<file path="src/rtl/spi1_master_arbiter_pkg.sv">
// Shared definitions for the SPI-1 master arbiter: state encoding, default
// timing parameters and the round-robin channel picker.
package spi1_master_arbiter_pkg;

    typedef enum logic [2:0] {
        ST_IDLE  = 3'd0,
        ST_SETUP = 3'd1,
        ST_SHIFT = 3'd2,
        ST_HOLD  = 3'd3,
        ST_GAP   = 3'd4
    } spi1_state_t;

    localparam int SPI1_DATA_BITS = 32;
    localparam int SPI1_SCLK_HALF = 50;
    localparam int SPI1_CS_SETUP  = 10;
    localparam int SPI1_CS_HOLD   = 10;
    localparam int SPI1_CS_GAP    = 20;

    function automatic int max_int(input int a, input int b);
        return (a > b) ? a : b;
    endfunction

    // Returns {found, index}; searches ptr+1, ptr+2, ptr+3, ptr (mod 4).
    // Walking offsets downward lets the nearest requester overwrite the result.
    function automatic logic [2:0] rr_pick(input logic [3:0] req, input logic [1:0] ptr);
        logic [1:0] idx;
        logic [2:0] res;
        res = 3'b000;
        for (int i = 4; i >= 1; i--) begin
            idx = ptr + 2'(i);
            if (req[idx]) res = {1'b1, idx};
        end
        return res;
    endfunction

endpackage

</file>
<file path="src/rtl/spi1_shift_engine.sv">
// Mode-3 SPI shift engine: chip-select setup, MSB-first shifting, hold and
// inter-frame gap timing, with a start/done handshake and a 2-flop miso sync.
module spi1_shift_engine
    import spi1_master_arbiter_pkg::*;
#(
    parameter int DATA_BITS = SPI1_DATA_BITS,
    parameter int SCLK_HALF = SPI1_SCLK_HALF,
    parameter int CS_SETUP  = SPI1_CS_SETUP,
    parameter int CS_HOLD   = SPI1_CS_HOLD,
    parameter int CS_GAP    = SPI1_CS_GAP
)
(
    input  logic                 clk_100m,
    input  logic                 rst_syn,
    input  logic                 i_start,
    input  logic [DATA_BITS-1:0] i_tx,
    input  logic                 i_miso,
    output logic                 o_busy,
    output logic                 o_done,
    output logic                 o_mclk,
    output logic                 o_mosi,
    output logic [DATA_BITS-1:0] o_rx
);

    localparam int PH_MAX = max_int(max_int(2 * SCLK_HALF, CS_SETUP), max_int(CS_HOLD, CS_GAP));
    localparam int PH_W   = $clog2(PH_MAX + 1);
    localparam int BIT_W  = $clog2(DATA_BITS + 1);

    localparam logic [PH_W-1:0]  PH_SETUP  = PH_W'(CS_SETUP - 1);
    localparam logic [PH_W-1:0]  PH_BIT    = PH_W'(2 * SCLK_HALF - 1);
    localparam logic [PH_W-1:0]  PH_RISE   = PH_W'(SCLK_HALF);
    localparam logic [PH_W-1:0]  PH_SAMPLE = PH_W'(SCLK_HALF - 1);
    localparam logic [PH_W-1:0]  PH_HOLD   = PH_W'(CS_HOLD - 1);
    localparam logic [PH_W-1:0]  PH_GAP    = PH_W'(CS_GAP - 1);
    localparam logic [BIT_W-1:0] BITS_LAST = BIT_W'(DATA_BITS - 1);

    spi1_state_t          r_state, w_state;
    logic [PH_W-1:0]      r_phase, w_phase;
    logic [BIT_W-1:0]     r_bits, w_bits;
    logic [DATA_BITS-1:0] r_tx_sr, w_tx_sr;
    logic [DATA_BITS-1:0] r_rx_sr, w_rx_sr;
    logic [DATA_BITS-1:0] r_rx, w_rx;
    logic                 r_mclk, w_mclk;
    logic                 r_mosi, w_mosi;
    logic                 r_done, w_done;
    logic [1:0]           r_sync;

    always_comb begin
        w_state = r_state;
        w_phase = r_phase;
        w_bits  = r_bits;
        w_tx_sr = r_tx_sr;
        w_rx_sr = r_rx_sr;
        w_rx    = r_rx;
        w_mclk  = r_mclk;
        w_mosi  = r_mosi;
        w_done  = 1'b0;
        case (r_state)
            ST_IDLE: begin
                if (i_start) begin
                    w_state = ST_SETUP;
                    w_phase = PH_SETUP;
                    w_tx_sr = i_tx;
                    w_mosi  = i_tx[DATA_BITS-1];
                    w_mclk  = 1'b1;
                end
            end
            ST_SETUP: begin
                if (r_phase == '0) begin
                    w_state = ST_SHIFT;
                    w_phase = PH_BIT;
                    w_bits  = BITS_LAST;
                    w_mclk  = 1'b0;
                end else begin
                    w_phase = r_phase - 1'b1;
                end
            end
            ST_SHIFT: begin
                // First high cycle: the synchroniser already reflects this bit's miso.
                if (r_phase == PH_SAMPLE) w_rx_sr = {r_rx_sr[DATA_BITS-2:0], r_sync[1]};
                if (r_phase == '0) begin
                    if (r_bits == '0) begin
                        w_state = ST_HOLD;
                        w_phase = PH_HOLD;
                    end else begin
                        w_phase = PH_BIT;
                        w_bits  = r_bits - 1'b1;
                        w_mclk  = 1'b0;
                        w_tx_sr = {r_tx_sr[DATA_BITS-2:0], 1'b0};
                        w_mosi  = r_tx_sr[DATA_BITS-2];
                    end
                end else begin
                    w_phase = r_phase - 1'b1;
                    if (r_phase == PH_RISE) w_mclk = 1'b1;
                end
            end
            ST_HOLD: begin
                if (r_phase == '0) begin
                    w_state = ST_GAP;
                    w_phase = PH_GAP;
                    w_done  = 1'b1;
                    w_rx    = r_rx_sr;
                end else begin
                    w_phase = r_phase - 1'b1;
                end
            end
            ST_GAP: begin
                w_mosi = 1'b1;
                if (r_phase == '0) w_state = ST_IDLE;
                else               w_phase = r_phase - 1'b1;
            end
            default: w_state = ST_IDLE;
        endcase
    end

    always_ff @(posedge clk_100m) begin
        if (rst_syn) begin
            r_state <= ST_IDLE;
            r_phase <= '0;
            r_bits  <= '0;
            r_rx    <= '0;
            r_mclk  <= 1'b1;
            r_mosi  <= 1'b1;
            r_done  <= 1'b0;
        end else begin
            r_state <= w_state;
            r_phase <= w_phase;
            r_bits  <= w_bits;
            r_rx    <= w_rx;
            r_mclk  <= w_mclk;
            r_mosi  <= w_mosi;
            r_done  <= w_done;
        end
    end

    always_ff @(posedge clk_100m) begin
        r_tx_sr <= w_tx_sr;
        r_rx_sr <= w_rx_sr;
        r_sync  <= {r_sync[0], i_miso};
    end

    assign o_busy = (r_state != ST_IDLE);
    assign o_done = r_done;
    assign o_mclk = r_mclk;
    assign o_mosi = r_mosi;
    assign o_rx   = r_rx;

endmodule

</file>
<file path="src/rtl/spi1_master_arbiter.sv">
// Round-robin arbiter sharing the SPI-1 master bus among four requesters,
// one per chip select, in front of a single mode-3 shift engine.
module spi1_master_arbiter
    import spi1_master_arbiter_pkg::*;
#(
    parameter int DATA_BITS = SPI1_DATA_BITS,
    parameter int SCLK_HALF = SPI1_SCLK_HALF,
    parameter int CS_SETUP  = SPI1_CS_SETUP,
    parameter int CS_HOLD   = SPI1_CS_HOLD,
    parameter int CS_GAP    = SPI1_CS_GAP
)
(
    input  logic                   clk_100m,
    input  logic                   rst_syn,
    input  logic [3:0]             req,
    input  logic [4*DATA_BITS-1:0] tx_data,
    output logic [3:0]             grant,
    output logic [3:0]             done,
    output logic [DATA_BITS-1:0]   rx_data,
    output logic                   busy,
    output logic                   mclk,
    output logic                   mosi,
    input  logic                   miso,
    output logic [3:0]             cs_n
);

    logic [1:0]           r_rr_ptr;
    logic [3:0]           r_grant;
    logic [2:0]           w_pick;
    logic                 w_start;
    logic                 w_eng_done;
    logic [DATA_BITS-1:0] w_slice [4];
    logic [DATA_BITS-1:0] w_tx_sel;

    for (genvar g = 0; g < 4; g++) begin : g_slice
        assign w_slice[g] = tx_data[g*DATA_BITS +: DATA_BITS];
    end

    assign w_pick   = rr_pick(req, r_rr_ptr);
    assign w_start  = w_pick[2] & ~busy;
    assign w_tx_sel = w_slice[w_pick[1:0]];

    // Grant spans the whole frame; chip select follows it exactly.
    always_ff @(posedge clk_100m) begin
        if (rst_syn) begin
            r_rr_ptr <= 2'd3;
            r_grant  <= 4'h0;
        end else if (w_start) begin
            r_rr_ptr <= w_pick[1:0];
            r_grant  <= 4'b0001 << w_pick[1:0];
        end else if (w_eng_done) begin
            r_grant  <= 4'h0;
        end
    end

    spi1_shift_engine #(
        .DATA_BITS (DATA_BITS),
        .SCLK_HALF (SCLK_HALF),
        .CS_SETUP  (CS_SETUP),
        .CS_HOLD   (CS_HOLD),
        .CS_GAP    (CS_GAP)
    ) u_engine (
        .clk_100m (clk_100m),
        .rst_syn  (rst_syn),
        .i_start  (w_start),
        .i_tx     (w_tx_sel),
        .i_miso   (miso),
        .o_busy   (busy),
        .o_done   (w_eng_done),
        .o_mclk   (mclk),
        .o_mosi   (mosi),
        .o_rx     (rx_data)
    );

    assign grant = r_grant;
    assign cs_n  = ~r_grant;
    assign done  = r_grant & {4{w_eng_done}};

endmodule

</file>
<file path="config.mk">
export PLATFORM = sky130hd
export DESIGN_NAME = spi1_master_arbiter
export DESIGN_NICKNAME = d
export VERILOG_FILES = /design/src/rtl/spi1_master_arbiter_pkg.sv /design/src/rtl/spi1_shift_engine.sv /design/src/rtl/spi1_master_arbiter.sv
export SDC_FILE = /design/constraint.sdc
export NUM_CORES = 1
export LEC_CHECK = 0
export CAP_MARGIN = 40
export CORE_MARGIN = 2
export CORE_UTILIZATION = 57
export CTS_BUF_LIST = sky130_fd_sc_hd__clkbuf_8
export DETAILED_ROUTE_END_ITERATION = 6
export DONT_BUFFER_PORTS = 1
export PLACE_DENSITY = 0.83
export SLEW_MARGIN = 20
export SYNTH_ARGS = -nofsm -noshare
export SYNTH_HDL_FRONTEND = slang
export SYNTH_SLANG_ARGS = --single-unit
</file>
<file path="constraint.sdc">
create_clock -name clk_100m -period 4.9 [get_ports clk_100m]
set_input_delay 0.98 -clock clk_100m [delete_from_list [all_inputs] [get_ports clk_100m]]
set_output_delay 0.98 -clock clk_100m [all_outputs]
set_load 0.005 [all_outputs]
</file>
==> impl_metrics.csv <==
group,metric,value,unit
clocking,cts.repair.resized,0,
sta,period_minus_slack,2.79,ns
floorplanning,die_area,0.0118,mm^2
logic_synthesis,synth_xor_area_share,1.12,%
pwr,swShare,38.9,%
logic_synthesis,synth_adder_area_share,0.999,%
pwr,irDropWorstVdd,249,uV
setup_path,crit_path_start_kind,"input pin",
logic_synthesis,synth_top_area_share,30.2,%
sta,worst_pin_slew,0.873,ns
setup_path,critPathKind,"input pin to flop",
placed_design,dpl_worst_slack,1.69,ns
floorplanning,start_util,58.0,%
clocking,clock-sinks,122,
logic_synthesis,synth-compound-area-share,25.2,%
logic_synthesis,syn_area_per_cell,9.32,um^2
global_routing,grt_pass1_vias,5249,
sta,clock-skew-final,0.0130,ns
sta,hold_slack,0.335,ns
pwr,p_int,0.00234,W
floorplanning,num_rows,38,
setup_path,path_max_fanout,18,
logic_synthesis,yosysTopAreaCell,"edfxtp_1",
logic_synthesis,synthDistinctLibCells,67,
logic_synthesis,synth.net_count,812,
clocking,post_cts_buffers,0,
logic_synthesis,yosysSeqAreaShare,49.1,%
route,wirelength,16600,um
sta,slew_violations,0,
global_routing,grt_pass1_wl,25900,um
sta,slew_headroom,41.6,%
route,drc,0,
route,drtPass1Iterations,5,
setup_path,end_kind,"flop",
pwr,report.power.total,0.00383,W
logic_synthesis,ys_ff_latch,122,
sta,fmax,0.358,GHz
setup_path,r2r_start,"r_rr_ptr[0]",
placed_design,hpwl,11400,um
route,wire_per_inst,20.9,um
clocking,cts_buffers,17,
logic_synthesis,muxShareOfSynthArea,0.700,%
logic_synthesis,syn_area,0.00626,mm^2
global_routing,antenna_found_initial,1,
clocking,cts_root_buf,"clkbuf_8",
logic_synthesis,synth_edf_count,63,
hold_path,min_from,"u_engine.r_sync[0]",
pwr,p_switching,0.00149,W
floorplanning,coreArea,0.0108,mm^2
floorplanning,ios,182,
run,maxCapViolCount,0,
sta,setup_viol,0,
setup_path,cp-startpoint,"req[3]",
placed_design,port_buffers,0,
placed_design,gp_congestion,0.891,
global_routing,grt_max_degree,54,
clocking,clkLatencyLatePin,0.43,ns
layout,final_common_cell,"a21oi_1",
layout,fillers,856,
pwr,powerDensity,569,mW/mm^2
setup_path,worstPathRequired,5.09,ns
setup_path,crit_arrival,2.98,ns
route,vias,5439,
sta,timing.final.crit_share,57.0,%
clocking,cts_tree,"yes",
clocking,cts-htree-levels,4,
pwr,p_clk_share,22.5,%
route,vias_per_cell,6.83,
hold_path,hold_class,"flop to flop",
sta,hold_viol_final,0,
sta,setup_tns,0,ns
floorplanning,die_w,109,um
layout,drive_gt1_share,10.1,%
global_routing,overflow,0,
clocking,clockBufferDepth,2,
logic_synthesis,syn-instance-count,672,
layout,nets,782,
pwr,p_comb_share,37.2,%
route,postRouteAntennaNets,0,
pwr,leakagePower,2.31,nW
run_status,status,"finished clean",
layout,final_cell_mix,"a21oi_1, nand2_1, edfxtp_1, dfxtp_1, nor2_1",
route,drt_iter0_markers,581,
logic_synthesis,synth.area.top_cells,"edfxtp_1, dfxtp_1, a21oi_1",
logic_synthesis,synthSimpleGateAreaFrac,17.4,%
layout,area_growth,7.64,%
floorplanning,die_h,109,um
logic_synthesis,synth_top_flop_cell,"edfxtp_1",
clocking,clk_pin_slew,0.08,ns
logic_synthesis,yosys_warnings,0,
sta,worst_slack,2.11,ns
pwr,seq_power_share,40.2,%
logic_synthesis,synth_top_family_by_area,"compound AO/OA/AOI/OAI gates",
global_routing,track_usage,28.5,%
clocking,postCtsHoldBufs,0,
logic_synthesis,async_reset_ff_share,0,%
sta,grt_setup_unrepaired,"no",
stage by stage:
| step | area, um^2 | cells | util (%) |
|---|---|---|---|
| floorplan | 6260 | 672 | - |
| global placement | 6250 | 757 | 57.9 |
| detailed placement | 6320 | 761 | 58.6 |
| CTS | 6710 | 793 | 62.1 |
| global route | 6740 | 796 | 62.4 |
| finish | 6740 | 796 | 62.4 |
synth_stat cells, drive strengths merged (5+ instances only):
master  number
a21oi       82
nand2       79
edfxtp      63
dfxtp       59
nor2        49
clkbuf      48
a21o        33
nand4       32
o31ai       31
a221oi      30
inv         18
buf         14
o21ai       14
nor3        12
nand3        9
nor2b        8
and3         6
and2         5
ha           5
o21a         5
cell type report:
class | count | area, um^2 | share of cell area, %
sequential | 122 | 3070 | 45.6
multi-input combinational | 470 | 2900 | 43.1
clock buffer | 18 | 248 | 3.68
tap | 140 | 175 | 2.60
clock inverter | 14 | 135 | 2.01
timing repair buffer | 13 | 135 | 2.01
inverter | 18 | 67.6 | 1.00
antenna | 1 | 2.50 | 0.0371
state kept, by name (all words and copies together), names as in the netlist:
name / flops
r_rr_ptr: 2
u_engine.o_done: 1
u_engine.o_mosi: 1
u_engine.o_rx: 32
u_engine.r_phase: 7
u_engine.o_mclk: 1
u_engine.r_tx_sr: 31
u_engine.r_rx_sr: 32
u_engine.r_sync: 2
u_engine.r_bits: 6
u_engine.r_state: 3
grant: 4
worst paths after layout:
kind | end | slack (ns) | depth (start not counted)
worst max-delay path | u_engine.r_tx_sr[0] | 2.11 | 6
worst min-delay path | u_engine.r_sync[1] | 0.34 | 0
worst max register to register | u_engine.r_tx_sr[0] | 2.15 | 6
worst min register to register | u_engine.r_sync[1] | 0.34 | 0
cell families (layout without fill, tap and decap cells):
logic type      count (synthesis)  in the layout
xor+xnor                        8              8
buf+inv                        80             63
flops                         122            122
simple gates                  221            221
compound gates                233            233
mux                             3              3
fa+ha+maj                       5              5
other cells                     0              1
worst max-delay path, cell delays in order:
cell and delay, ns:
and2b_1 0.23, o21a_1 0.48, buf_8 0.28, nor3_2 0.30, mux4_2 0.54, and2_1 0.16
layer usage:
metal | track usage, % | routed length, um | up-vias
met5 | 0 | 0 | -
met4 | 12.0 | 510 | 0
met3 | 6.46 | 1450 | 54
met2 | 47.1 | 8240 | 330
met1 | 36.3 | 6440 | 2579
li1 | - | - | 2476
power groups by stage:
stage          Clock, W  Combinational (W)  Sequential, W
4_1_cts        0.000872            0.00140        0.00154
5_1_grt        0.000913            0.00157        0.00157
2_1_floorplan         0            0.00115        0.00148
3_5_place_dp          0            0.00139        0.00156
6_report       0.000864            0.00143        0.00154
3_3_place_gp          0            0.00132        0.00155
Note: power is estimated with default switching activity, not from simulation.
